## config.mk

```make
export PLATFORM = sky130hd
export DESIGN_NAME = remote_comm
export DESIGN_NICKNAME = d
export VERILOG_FILES = /design/src/rtl/remote_comm.sv
export SDC_FILE = /design/constraint.sdc
export NUM_CORES = 1
export LEC_CHECK = 0
export ABC_AREA = 1
export BUFFER_PORTS_ARGS = -buffer_cell sky130_fd_sc_hd__buf_4
export CORE_UTILIZATION = 45
export CTS_BUF_LIST = sky130_fd_sc_hd__clkbuf_4 sky130_fd_sc_hd__clkbuf_8 sky130_fd_sc_hd__clkbuf_16
export DETAILED_ROUTE_END_ITERATION = 16
export PLACE_DENSITY = 0.7
export RECOVER_POWER = 100
export SKIP_CTS_REPAIR_TIMING = 1
export SLEW_MARGIN = 20
export SYNTH_ARGS = -nofsm -noshare
export SYNTH_HDL_FRONTEND = slang
export SYNTH_SLANG_ARGS = --single-unit
export TNS_END_PERCENT = 5
```

## constraint.sdc

```tcl
create_clock -name clk -period 1.87 [get_ports clk]
set_input_delay 0.374 -clock clk [delete_from_list [all_inputs] [get_ports clk]]
set_output_delay 0.374 -clock clk [all_outputs]
set_load 0.01 [all_outputs]
```

## src/rtl/remote_comm.sv

```systemverilog
// Host-side UART command link: sends a 16-bit command as two 8N1 bytes (high byte first) and captures a one-byte reply.
// Optional build macro REMOTE_COMM_STOP_CHECK_EN drops received frames whose stop bit reads 0.
module remote_comm #(
    parameter int BAUD_DIV = 2604
) (
    input  logic        clk,
    input  logic        rst,
    input  logic        RX,
    output logic        TX,
    input  logic [15:0] cmd,
    input  logic        send_cmd,
    output logic        cmd_sent,
    output logic        resp_rdy,
    output logic [7:0]  resp
);

    localparam logic [11:0] BIT_END  = 12'(BAUD_DIV - 1);
    localparam logic [11:0] HALF_END = 12'(BAUD_DIV / 2 - 1);

    typedef enum logic [1:0] {IDLE, TX_HIGH, TX_LOW} tx_state_t;
    typedef enum logic [1:0] {R_IDLE, R_START, R_DATA, R_STOP} rx_state_t;

    tx_state_t   tx_state;
    logic [9:0]  tx_shift;
    logic [7:0]  low_byte;
    logic [11:0] tx_baud;
    logic [3:0]  tx_bit;
    logic        sent_pend;
    logic        cmd_accept;
    logic        tx_bit_end;

    rx_state_t   rx_state;
    logic        rx_s1, rx_s2, rx_last;
    logic [11:0] rx_baud;
    logic [2:0]  rx_bit;
    logic [7:0]  rx_shift;
    logic        rx_bit_end;

    assign cmd_accept = (tx_state == IDLE) && send_cmd;
    assign tx_bit_end = (tx_baud == BIT_END);
    assign rx_bit_end = (rx_baud == BIT_END);

    // TX is registered from tx_shift[0], so the line lags the shifter by one clock;
    // cmd_sent is delayed by the same clock so it rises as the last stop bit ends.
    always_ff @(posedge clk) begin
        if (rst) begin
            tx_state  <= IDLE;
            TX        <= 1'b1;
            cmd_sent  <= 1'b0;
            sent_pend <= 1'b0;
            tx_baud   <= '0;
            tx_bit    <= '0;
        end else begin
            sent_pend <= 1'b0;
            if (sent_pend)
                cmd_sent <= 1'b1;
            case (tx_state)
                IDLE: begin
                    TX <= 1'b1;
                    if (send_cmd) begin
                        tx_shift <= {1'b1, cmd[15:8], 1'b0};
                        low_byte <= cmd[7:0];
                        tx_baud  <= '0;
                        tx_bit   <= '0;
                        cmd_sent <= 1'b0;
                        tx_state <= TX_HIGH;
                    end
                end
                TX_HIGH, TX_LOW: begin
                    TX <= tx_shift[0];
                    if (tx_bit_end) begin
                        tx_baud  <= '0;
                        tx_shift <= {1'b1, tx_shift[9:1]};
                        tx_bit   <= tx_bit + 4'd1;
                        if (tx_bit == 4'd9) begin
                            tx_bit <= '0;
                            if (tx_state == TX_HIGH) begin
                                tx_shift <= {1'b1, low_byte, 1'b0};
                                tx_state <= TX_LOW;
                            end else begin
                                sent_pend <= 1'b1;
                                tx_state  <= IDLE;
                            end
                        end
                    end else begin
                        tx_baud <= tx_baud + 12'd1;
                    end
                end
                default: tx_state <= IDLE;
            endcase
        end
    end

    // Receiver: start edge seen on the synchronized line, confirmed at half a bit,
    // then every later sample lands mid-bit.
    always_ff @(posedge clk) begin
        if (rst) begin
            rx_s1    <= 1'b1;
            rx_s2    <= 1'b1;
            rx_last  <= 1'b1;
            rx_state <= R_IDLE;
            rx_baud  <= '0;
            rx_bit   <= '0;
            resp_rdy <= 1'b0;
            resp     <= 8'h00;
        end else begin
            rx_s1   <= RX;
            rx_s2   <= rx_s1;
            rx_last <= rx_s2;
            if (cmd_accept)
                resp_rdy <= 1'b0;
            case (rx_state)
                R_IDLE: begin
                    if (!rx_s2 && rx_last) begin
                        rx_baud  <= '0;
                        rx_state <= R_START;
                    end
                end
                R_START: begin
                    if (rx_baud == HALF_END) begin
                        rx_baud <= '0;
                        if (rx_s2) begin
                            rx_state <= R_IDLE;
                        end else begin
                            resp_rdy <= 1'b0;
                            rx_bit   <= '0;
                            rx_state <= R_DATA;
                        end
                    end else begin
                        rx_baud <= rx_baud + 12'd1;
                    end
                end
                R_DATA: begin
                    if (rx_bit_end) begin
                        rx_baud  <= '0;
                        rx_shift <= {rx_s2, rx_shift[7:1]};
                        rx_bit   <= rx_bit + 3'd1;
                        if (rx_bit == 3'd7)
                            rx_state <= R_STOP;
                    end else begin
                        rx_baud <= rx_baud + 12'd1;
                    end
                end
                R_STOP: begin
                    if (rx_bit_end) begin
                        rx_baud  <= '0;
                        rx_state <= R_IDLE;
`ifdef REMOTE_COMM_STOP_CHECK_EN
                        if (rx_s2) begin
                            resp     <= rx_shift;
                            resp_rdy <= 1'b1;
                        end
`else
                        resp     <= rx_shift;
                        resp_rdy <= 1'b1;
`endif
                    end else begin
                        rx_baud <= rx_baud + 12'd1;
                    end
                end
                default: rx_state <= R_IDLE;
            endcase
        end
    end

endmodule

```

Yosys cells after proc, flatten, opt, wreduce, memory -nomap -nowiden
Cells that the tools add are included.
{"block": "word_totals", "in_bits": 20, "word_cells": 105, "n_memories": 0, "out_inout_bits": 11, "mem_bits_rw": 0, "romBits": 0, "regBits": 76, "latch_bits": 0}
{"block": "op_classes", "multipliers": 0, "addsub": 4, "div_mod_pow": 0, "n_bitwise": 4, "n_reduce_logical": 19, "eq_ne": 19, "magnitude_cmp": 0, "shift": 0, "muxes": 42}
{"cell": "12-bit two-way mux", "n": 5}
{"cell": "12-bit case mux with 3 select lines", "n": 1}
{"cell": "12-bit by 1-bit adder with 12-bit output, second input constant", "n": 2}
{"cell": "12-bit equality test, second input constant", "n": 2}
{"cell": "12-bit case mux with 2 select lines", "n": 1}
{"cell": "10-bit two-way mux", "n": 2}
{"cell": "2-bit two-way mux", "n": 10}
{"cell": "10-bit case mux with 2 select lines", "n": 1}
{"cell": "9-bit two-way mux", "n": 2}
{"cell": "2-bit != test, second input constant", "n": 9}
{"cell": "12-bit by 11-bit equality test with 1-bit output, second input constant", "n": 1}
{"cell": "4-bit two-way mux", "n": 3}
{"cell": "3-bit AND reduction", "n": 4}
{"cell": "3-bit two-way mux", "n": 3}
{"cell": "1-bit two-way mux", "n": 8}
{"cell": "2-bit case mux with 4 select lines", "n": 1}
{"cell": "4-bit case mux with 2 select lines", "n": 1}
{"cell": "4-bit AND reduction", "n": 2}
{"cell": "2-bit equality test, second input constant", "n": 3}
{"cell": "3-bit case mux with 2 select lines", "n": 1}
{"cell": "5-bit AND reduction", "n": 1}
{"cell": "4-bit by 1-bit adder with 4-bit output, second input constant", "n": 1}
{"cell": "2-bit by 1-bit equality test with 1-bit output, second input constant", "n": 2}
{"cell": "4-bit equality test, second input constant", "n": 1}
{"cell": "other kinds (12)", "n": 21}

Longest topological paths before layout
Gate-level depths: netlist of the first run.
{"block": "depth", "word_depth": 6, "depth_mapped": 11}

Worst setup path before layout of the first run
No wires, ideal clock.
{"block": "synth_timing", "kind": "flip-flop to flip-flop", "from": "register rx_baud[0]", "to": "register rx_shift[0] (enable)", "slack_ps": -32, "required_ps": 1487, "arrival_ps": 1518, "path_stages_with_launch": 6, "path_buffers": 0, "period_less_slack_ps": 1902, "path_cell_list": "dfxtp_1 ha_1 nand2_1 nor2_2 nand3_4 nor3_1"}
{"block": "synth_via", "elab_chain_cells": 2}
{"element": "start, declared", "line": "34", "source": "logic [11:0] rx_baud;"}
{"element": "start signal, assigned", "line": "130", "source": "rx_baud <= rx_baud + 12'd1;"}
{"element": "start signal, assigned", "line": "141", "source": "rx_baud <= rx_baud + 12'd1;"}
{"element": "start signal, assigned", "line": "158", "source": "rx_baud <= rx_baud + 12'd1;"}
{"element": "12-bit equality test", "line": "41", "source": "assign rx_bit_end = (rx_baud == BIT_END);"}
{"element": "3-bit AND reduction (no source line)"}
{"element": "end signal, assigned", "line": "136", "source": "rx_shift <= {rx_s2, rx_shift[7:1]};"}
{"element": "end, declared", "line": "36", "source": "logic [7:0] rx_shift;"}
Every way passes these cells.
A chain may end at the register's enable or synchronous reset.

Worst setup path after layout of the first run
{"block": "layout_timing", "from": "register tx_baud[1]", "to": "register tx_shift[1] (enable)"}
{"block": "layout_via", "elab_chain_cells": 3}
{"element": "start, declared", "line": "26", "source": "logic [11:0] tx_baud;"}
{"element": "start signal, assigned", "line": "86", "source": "tx_baud <= tx_baud + 12'd1;"}
{"element": "12-bit equality test", "line": "40", "source": "assign tx_bit_end = (tx_baud == BIT_END);"}
{"element": "2-bit != test (no source line)"}
{"element": "4-bit AND reduction (no source line)"}
{"element": "end signal, assigned", "line": "61", "source": "tx_shift <= {1'b1, cmd[15:8], 1'b0};"}
{"element": "end signal, assigned", "line": "73", "source": "tx_shift <= {1'b1, tx_shift[9:1]};"}
{"element": "end signal, assigned", "line": "78", "source": "tx_shift <= {1'b1, low_byte, 1'b0};"}
{"element": "end, declared", "line": "24", "source": "logic [9:0] tx_shift;"}
Every way passes these cells.

==> results.cfg, run 1 <==
[run_status]
outcome = finished clean

[die]
rows = 31
die_x_um = 90.5
start_util_pct = 47.5
dieArea_um2 = 8180
dieHeight_um = 90.5
core_area_um2 = 7410
pin_count = 31

[worst_hold_path]
min_path_type = in2reg
min_path_cells = 2
worstHoldEndpoint = rx_s1
worstHoldStart = RX

[worst_setup_path]
crit_type = reg2reg
path_cells = ha_1 -> inv_1 -> nor3_1 -> nand4_1 -> nand2_1 -> nand2_4 -> nor2_1 -> buf_4
slowest_stage = dfxtp_1
critPathCaptureType = flip-flop
arrival_ns = 1.82
reg2reg_depth = 8
cp-start-kind = flip-flop
crit_required_ns = 1.93
r2r_slack_ns = 0.11
worst_path_largest_cell_delay_ns = 0.36
rr_endpoint = tx_shift[1]
r2r_start = tx_baud[1]
path_max_fanout = 9

[drt]
drc = 0
post_drt_wl_per_cell_um = 11.9
drtAntennaViolNets = 0
dr.first_iter.drc_count = 130
dr.pass1.iters = 4
wl_mm = 6.81
viasPerCell = 4.91
vias = 2816

[place]
hpwlAfterDp_mm = 4.75
post-place-ws_ns = 0.0975
io_buffers = 30
dp.cells = 552
gp_congestion = 0.820
placed_area_um2 = 3900

[pwr]
p_per_area_nw_per_um2 = 1100
p_int_mw = 2.97
p_seq_share_pct = 44.1
p_comb_share_pct = 28.0
finalPower_mw = 4.49
p_sw_mw = 1.51
leakage_nw = 1.61
sw_frac_of_total_pct = 33.7
ir_worst_vdd_v = 0.000551
power_frac_clock_pct = 27.9

[global_route]
antenna_found_initial = 0
grt_overflow = 0
grt_pass1_wl_mm = 11.7
first_global_vias = 2663
grt_max_degree = 22
track_usage_pct = 17.7

[cts]
cts_buffers = 9
cts_tree = yes
cts_htree_levels = 3
cts.sinks = 75
clk_latency_ns = 0.35
clk_pin_slew_ns = 0.08
cts_buffer_depth = 2
clockRootBuffer = clkbuf_8

[synth]
ys_seq_elements = 75
synthTopCellsByArea = dfxtp_1 28%, edfxtp_1 21%, nand2_1 8.1%
synth_cell_types = 32
synthCells = 422
postSynthAreaPerCell_um2 = 8.34
synth_compound_area_share_pct = 10.4
synth_top_area_share_pct = 28.4
synth.cell_area_um2 = 3520
ys.warnings.count = 0
synth.mux.area_fraction_pct = 0
synth_xor_area_share_pct = 2.49
synth_edf_count = 25
synth-simple-area-share_pct = 26.2
synth_top_family_by_area = simple AND/OR/NAND/NOR gates
synth_fa_ha_area_share_pct = 3.91
ys.flop_type = dfxtp_1
synth_top_cell_by_area = dfxtp_1
synth_nets = 453
async_flop_share_pct = 0
seq_area_frac_synth_pct = 49.8

[sta]
setup_viol_count_final = 0
fin_crit_sh_pct = 94.0
slew_violations = 0
max_freq_mhz = 569
skew_ns = 0.00670
final-hold-violation-count = 0
min_period_ns = 1.76
max-slew-margin-rel_pct = 49.5
tightestPinTransition_ns = 0.757
fin_ws_ns = 0.112

[final_layout]
drive_above_1_share_pct = 16.7
stdcell_count = 573
finalNetCount = 500
fillCellCount = 700
final_area_um2 = 4080
num_antenna_cells = 0
area_delta_synth_final_pct = 15.8
final_cell_mix = 77 x nand2_1, 53 x nor2_1, 52 x inv_1
final_common_cell = nand2_1

[run]
max_cap_viol_count = 0
==> area by class of cell <==
type	instances	area [um2]	share of cell area, %
inverters	55	206	5.06
well taps	99	124	3.04
clock inverters	6	65.1	1.60
multi-input cells	284	1520	37.2
flip-flops and latches	75	1750	43.0
clock buffers	10	131	3.22
repair buffers	44	282	6.91
==> worst max-delay path: cells and delay by family, from the launching register on <==
family	cells	cell delay (ns)
flops	1	0.36
simple gates	5	0.67
fa+ha+maj	1	0.20
buf+inv	2	0.24
==> state kept, by name (all words and copies together), names as in the netlist, 2 cells and up, named ones only <==
signal,cells
low_byte,8
resp,8
rx_baud,12
rx_bit,3
rx_shift,8
tx_baud,12
tx_bit,4
tx_shift,9
tx_state,2
==> routing by layer <==
metal | vias to the layer above | share of wire [%] | global-route usage (%)
met5 | - | 0 | 0
met3 | 13 | 3.0 | 4.38
met2 | 37 | 48 | 29.4
met4 | 0 | 1.7 | 7.12
li1 | 1464 | - | -
met1 | 1302 | 47 | 22.1
==> cells by family after synthesis <==
| logic type | count (synthesis) |
|---|---|
| AND/OR/NAND/NOR | 192 |
| AO/OA/AOI/OAI | 70 |
| flip-flops | 75 |
| XOR/XNOR | 10 |
| adder cells (fa/ha/maj) | 11 |
| buffers and inverters | 64 |
==> worst max-delay path by stage <==
stage / depth (start not counted) / to / slack [ns] / start
global route: 9 / tx_shift[0] / -0.008 / tx_state[0]
finish: 8 / tx_shift[1] / 0.11 / tx_baud[1]
floorplan: 7 / tx_shift[0] / 0.01 / tx_baud[0]
CTS: 8 / tx_baud[0] / 0.06 / tx_state[0]
global placement: 8 / tx_shift[4] / 0.17 / tx_state[0]
detailed placement: 8 / tx_baud[0] / 0.1 / tx_state[0]
==> cells in the mapped netlist, types with 2 or more instances <==
cell type,n
nand2_1,76
o21ai_1,3
a21oi_1,31
dfxtp_1,50
nand2_2,6
nor2_1,53
nor2_4,3
or2_2,3
nand3_1,19
buf_6,2
nand3_4,2
inv_1,52
o21ai_0,30
nor2_2,3
buf_2,2
inv_2,3
nand3_2,2
o22ai_1,2
nand4_1,2
nor3_1,16
edfxtp_1,25
clkbuf_1,5
xor2_1,9
nand2_4,5
ha_1,11
==> power groups by stage <==
stage	logic (mW)	registers, mW	clock network (mW)
floorplan	0.892	1.99	0
global placement	1.17	2.00	0
detailed placement	1.21	2.01	0
CTS	1.22	1.97	1.28
global route	1.41	2.00	1.35
finish	1.26	1.98	1.25
==> through the flow <==
stage / util, % / hold WS, ns / setup TNS, ns
2_1_floorplan: - / 0.389 / 0
3_3_place_gp: 52.6 / 0.396 / 0
3_5_place_dp: 52.6 / 0.404 / 0
4_1_cts: 55.3 / 0.177 / 0
5_1_grt: 55.0 / 0.189 / -0.0471
6_report: 55.0 / 0.206 / 0
No activity file was read; power rests on OpenSTA's default activity.
==> run 2: changes to the inputs <==
--- a/config.mk
+++ b/config.mk
@@ -5,12 +5,12 @@
 export SDC_FILE = /design/constraint.sdc
 export NUM_CORES = 1
 export LEC_CHECK = 0
-export ABC_AREA = 1
+export ABC_AREA = 0
 export BUFFER_PORTS_ARGS = -buffer_cell sky130_fd_sc_hd__buf_4
 export CORE_UTILIZATION = 45
 export CTS_BUF_LIST = sky130_fd_sc_hd__clkbuf_4 sky130_fd_sc_hd__clkbuf_8 sky130_fd_sc_hd__clkbuf_16
 export DETAILED_ROUTE_END_ITERATION = 16
-export PLACE_DENSITY = 0.7
+export PLACE_DENSITY = 0.71
 export RECOVER_POWER = 100
 export SKIP_CTS_REPAIR_TIMING = 1
 export SLEW_MARGIN = 20
==> results.cfg, run 2 <==
[die]
core_area_um2 = 7330
rows = 31
pin_count = 31
dieHeight_um = 89.7
start_util_pct = 47.2
dieArea_um2 = 8050
die_x_um = 89.7

[final_layout]
largest_registers = rx_baud (12), tx_baud (12), tx_shift (9)
num_antenna_cells = 0
finalNetCount = 452
stdcell_count = 525
final_common_cell = buf_4
area_delta_synth_final_pct = 24.0
fillCellCount = 641
drive_above_1_share_pct = 24.4
final_cell_mix = 49 x buf_4, 47 x dfxtp_1, 31 x a21oi_1

[synth]
synthTopCellsByArea = dfxtp_1 29%, edfxtp_1 22%, a21oi_1 5.1%
synth_top_area_share_pct = 28.9
synth_top_cell_by_area = dfxtp_1
synth.most_common_cell = dfxtp_1
ys.flop_type = dfxtp_1
synth.cell_area_um2 = 3460
postSynthAreaPerCell_um2 = 9.78
synth_cell_types = 53
ys_seq_elements = 75
seq_area_frac_synth_pct = 50.6
synthCells = 354
async_flop_share_pct = 0
synth_edf_count = 25
synthTopCellsByCount = 50 x dfxtp_1, 35 x a21oi_1, 28 x nand2_1
ys.warnings.count = 0
synth_nets = 385

[sta]
slew_violations = 0
fin_ws_ns = -0.0553
finalSetupTns_ns = -0.130
max_freq_mhz = 519
fin_crit_sh_pct = 103
min_period_ns = 1.93
final-hold-violation-count = 0
max-slew-margin-rel_pct = 67.5
skew_ns = 0.00891
setup_viol_count_final = 4
rsz0062_at_grt = yes
tightestPinTransition_ns = 0.488

[cts]
cts_tree = yes
cts_htree_levels = 3
clockRootBuffer = clkbuf_8
cts.sinks = 75
clk_latency_ns = 0.35
clk_pin_slew_ns = 0.08
cts_buffers = 9
cts_buffer_depth = 2

[pwr]
p_sw_mw = 1.20
p_seq_share_pct = 46.0
p_int_mw = 3.03
leakage_nw = 1.58
p_comb_share_pct = 21.0
sw_frac_of_total_pct = 28.3
p_per_area_nw_per_um2 = 984
power_frac_clock_pct = 33.0
ir_worst_vdd_v = 0.000616

[worst_setup_path]
reg2reg_depth = 6
r2r_start = tx_state[1]
critPathCaptureType = flip-flop
endpoint = tx_baud[9]
crit_required_ns = 2.15
crit_type = reg2reg
path_max_fanout = 8
r2r_slack_ns = -0.06
rr_endpoint = tx_baud[9]
cp-start-kind = flip-flop
startpoint = tx_state[1]
arrival_ns = 2.21

[place]
post-place-ws_ns = -0.145
io_buffers = 30
gp_congestion = 0.837
dp.cells = 509
hpwlAfterDp_mm = 5.12

[drt]
drtAntennaViolNets = 0
viasPerCell = 5.46
dr.pass1.iters = 6
wl_mm = 7.50
post_drt_wl_per_cell_um = 14.3
drc = 0
dr.first_iter.drc_count = 140
vias = 2864

[global_route]
grt_pass1_wl_mm = 12.8
first_global_vias = 2762
grt_overflow = 0
track_usage_pct = 19.7
antenna_found_initial = 0
grt_max_degree = 21

[worst_hold_path]
min_path_type = in2reg

[run_status]
outcome = complete, but fails checks
violations = negative setup slack

[run]
max_cap_viol_count = 0
[run 2: changes by cell type after synthesis, sizes merged, moves of 9 or more]
cell / change
clkbuf: +9
mux2i: +10
nand2: -59
nor2: -37
inv: -41
nor3: -9
o21ai: -11
[run 2: area by class of cell]
type / instances / area (um2) / share of cell area, %
clock buffer: 10 / 131 / 3.06
tap: 99 / 124 / 2.88
timing repair buffer: 76 / 503 / 11.7
sequential: 75 / 1760 / 40.9
multi-input combinational: 245 / 1640 / 38.1
clock inverter: 6 / 91.3 / 2.13
inverter: 14 / 52.6 / 1.22
[run 2: kinds of logic (layout without fill, tap and decap cells)]
kind of cell / Yosys count / count (layout) / share of synthesized area [%]
AND/OR/NAND/NOR: 133 / 133 / 22.3
AO/OA/AOI/OAI: 82 / 82 / 14.1
flip-flops: 75 / 75 / 50.6
buffers and inverters: 34 / 106 / 3.94
adder cells (fa/ha/maj): 11 / 11 / 3.97
multiplexers: 10 / 10 / 2.89
XOR/XNOR: 9 / 9 / 2.28
[run 2: worst min path at each step]
| stage | startpoint | end | slack (ns) | cells after the start |
|---|---|---|---|---|
| detailed placement | rx_s1 | rx_s2 | 0.40 | 1 |
| finish | RX | rx_s1 | 0.21 | 2 |
| global placement | rx_s1 | rx_s2 | 0.40 | 1 |
| CTS | cmd[5] | low_byte[5] | 0.18 | 1 |
| global route | cmd[0] | low_byte[0] | 0.20 | 1 |
| floorplan | rx_s1 | rx_s2 | 0.39 | 1 |
[run 2: power groups by stage]
stage	registers (mW)	clock network [mW]	logic, mW
2_1_floorplan	1.96	0	0.552
3_3_place_gp	1.98	0	0.869
3_5_place_dp	1.98	0	0.889
4_1_cts	1.94	1.42	0.898
5_1_grt	1.96	1.48	0.991
6_report	1.94	1.39	0.888
[run 2: metrics by stage]
| step | instance area (um2) | power [mW] | util [%] | hold WS (ns) |
|---|---|---|---|---|
| global route | 4300 | 4.43 | 58.6 | 0.197 |
| global placement | 4110 | 2.84 | 56.1 | 0.398 |
| CTS | 4340 | 4.26 | 59.1 | 0.179 |
| finish | 4300 | 4.22 | 58.6 | 0.213 |
| detailed placement | 4110 | 2.87 | 56.1 | 0.396 |
| floorplan | 3500 | 2.51 | - | 0.389 |
[run 2: worst max-delay path: stages (launching register included)]
cell     delay, ns
dfxtp_2       0.36
inv_2         0.06
ha_4          0.15
nor2b_4       0.13
or4b_4        0.56
or4_1         0.48
a21oi_1       0.12
[run 2: layer usage]
layer | track usage (%) | vias up | part of all wire (%)
met4 | 6.42 | 0 | 0.99
met2 | 34.5 | 49 | 51
met5 | 0 | - | 0
met3 | 4.82 | 8 | 3.3
met1 | 23.7 | 1371 | 45
li1 | - | 1436 | -
==> run 3: changes to the inputs <==
--- a/config.mk
+++ b/config.mk
@@ -12,6 +12,7 @@
 export DETAILED_ROUTE_END_ITERATION = 16
 export PLACE_DENSITY = 0.71
 export RECOVER_POWER = 100
+export SETUP_SLACK_MARGIN = 0.3
 export SKIP_CTS_REPAIR_TIMING = 1
 export SLEW_MARGIN = 20
 export SYNTH_ARGS = -nofsm -noshare
==> results.cfg, run 3 (synthesis gave the netlist of run 2 again) <==
[run]
max_cap_viol_count = 0

[pwr]
leakage_nw = 1.69
p_seq_share_pct = 44.2
finalPower_mw = 4.41
p_int_mw = 3.18
power_frac_clock_pct = 34.8
p_per_area_nw_per_um2 = 967
ir_worst_vdd_v = 0.000769
p_comb_share_pct = 21.1
sw_frac_of_total_pct = 27.9
p_sw_mw = 1.23

[place]
post-place-ws_ns = -0.145
gp_congestion = 0.821
dp.cells = 502
placed_area_um2 = 4070
hpwlAfterDp_mm = 5.12
io_buffers = 30

[worst_setup_path]
crit_type = reg2reg
crit_required_ns = 2.17
crit_buf_inv = 1
critPathCaptureType = flip-flop
path_max_fanout = 8
path_delay_family = simple AND/OR/NAND/NOR gates
worst_path_largest_cell_delay_ns = 0.56
cp-start-kind = flip-flop
arrival_ns = 2.24
path_cells = inv_2 -> ha_4 -> nor2b_4 -> or4b_4 -> or4_4 -> a21oi_2
slowest_stage = or4_4

[cts]
clockRootBuffer = clkbuf_8
cts.sinks = 75
cts_htree_levels = 3
cts_tree = yes
clk_latency_ns = 0.36
cts_buffers = 9
clk_pin_slew_ns = 0.08
cts_buffer_depth = 2

[die]
dieHeight_um = 89.7
start_util_pct = 47.2
die_x_um = 89.7
pin_count = 31
rows = 31
core_area_um2 = 7330
dieArea_um2 = 8050

[sta]
max-slew-margin-rel_pct = 27.3
fin_ws_ns = -0.0682
final-hold-violation-count = 0
whs_ns = 0.200
tightestPinTransition_ns = 1.09
max_freq_mhz = 516
fin_crit_sh_pct = 104
min_period_ns = 1.94
setup_viol_count_final = 3
skew_ns = 0.0114
finalSetupTns_ns = -0.0951
rsz0062_at_grt = yes
slew_violations = 0

[global_route]
grt_max_degree = 21
antenna_found_initial = 0
track_usage_pct = 19.5
grt_overflow = 0
grt_pass1_wl_mm = 12.5
first_global_vias = 2779

[drt]
dr.first_iter.drc_count = 99
wl_mm = 7.90
dr.pass1.iters = 4
post_drt_wl_per_cell_um = 15.3
drtAntennaViolNets = 0
drc = 0
vias = 2883
viasPerCell = 5.57

[worst_hold_path]
min_path_type = in2reg

[final_layout]
final_common_cell = buf_4
finalNetCount = 445
final_cell_mix = 50 x buf_4, 38 x dfxtp_1, 28 x a21oi_1
stdcell_count = 518
final_area_um2 = 4560
fin_util_pct = 62.2
num_antenna_cells = 0
drive_above_1_share_pct = 36.8
area_delta_synth_final_pct = 31.8
largest_registers = rx_baud (12), tx_baud (12), tx_shift (9)

[run_status]
violations = negative setup slack
outcome = complete, but fails checks
==> run 3: final cells by class <==
cell class,count,area (um2)
Clock buffer,10,131
Tap cell,99,124
Multi-Input combinational cell,245,1830
Sequential cell,75,1770
Clock inverter,6,113
Timing Repair Buffer,69,539
Fill cell,603,2770
Inverter,14,55.1
==> run 3: worst paths after layout <==
check | startpoint | end | slack, ns | cells after the start
worst max-delay path | tx_state[0] | tx_baud[11] | -0.07 | 6
worst min-delay path | RX | rx_s1 | 0.20 | 2
worst max register to register | tx_state[0] | tx_baud[11] | -0.07 | 6
worst min register to register | rx_s1 | rx_s2 | 0.41 | 1
==> run 3: metal layers <==
layer  share of wire [%]  track usage (%)
met1                  43             22.6
met2                  51             33.5
met3                 3.8             5.50
met4                 2.0             8.88
met5                   0                0
==> run 3: power groups by stage <==
stage | combinational, mW | sequential (mW) | clock, mW
final | 0.929 | 1.95 | 1.53
after global routing | 1.04 | 1.96 | 1.62
after CTS | 0.901 | 1.94 | 1.56
after detailed placement | 0.899 | 1.98 | 0
after global placement | 0.875 | 1.97 | 0
after floorplan | 0.568 | 1.96 | 0
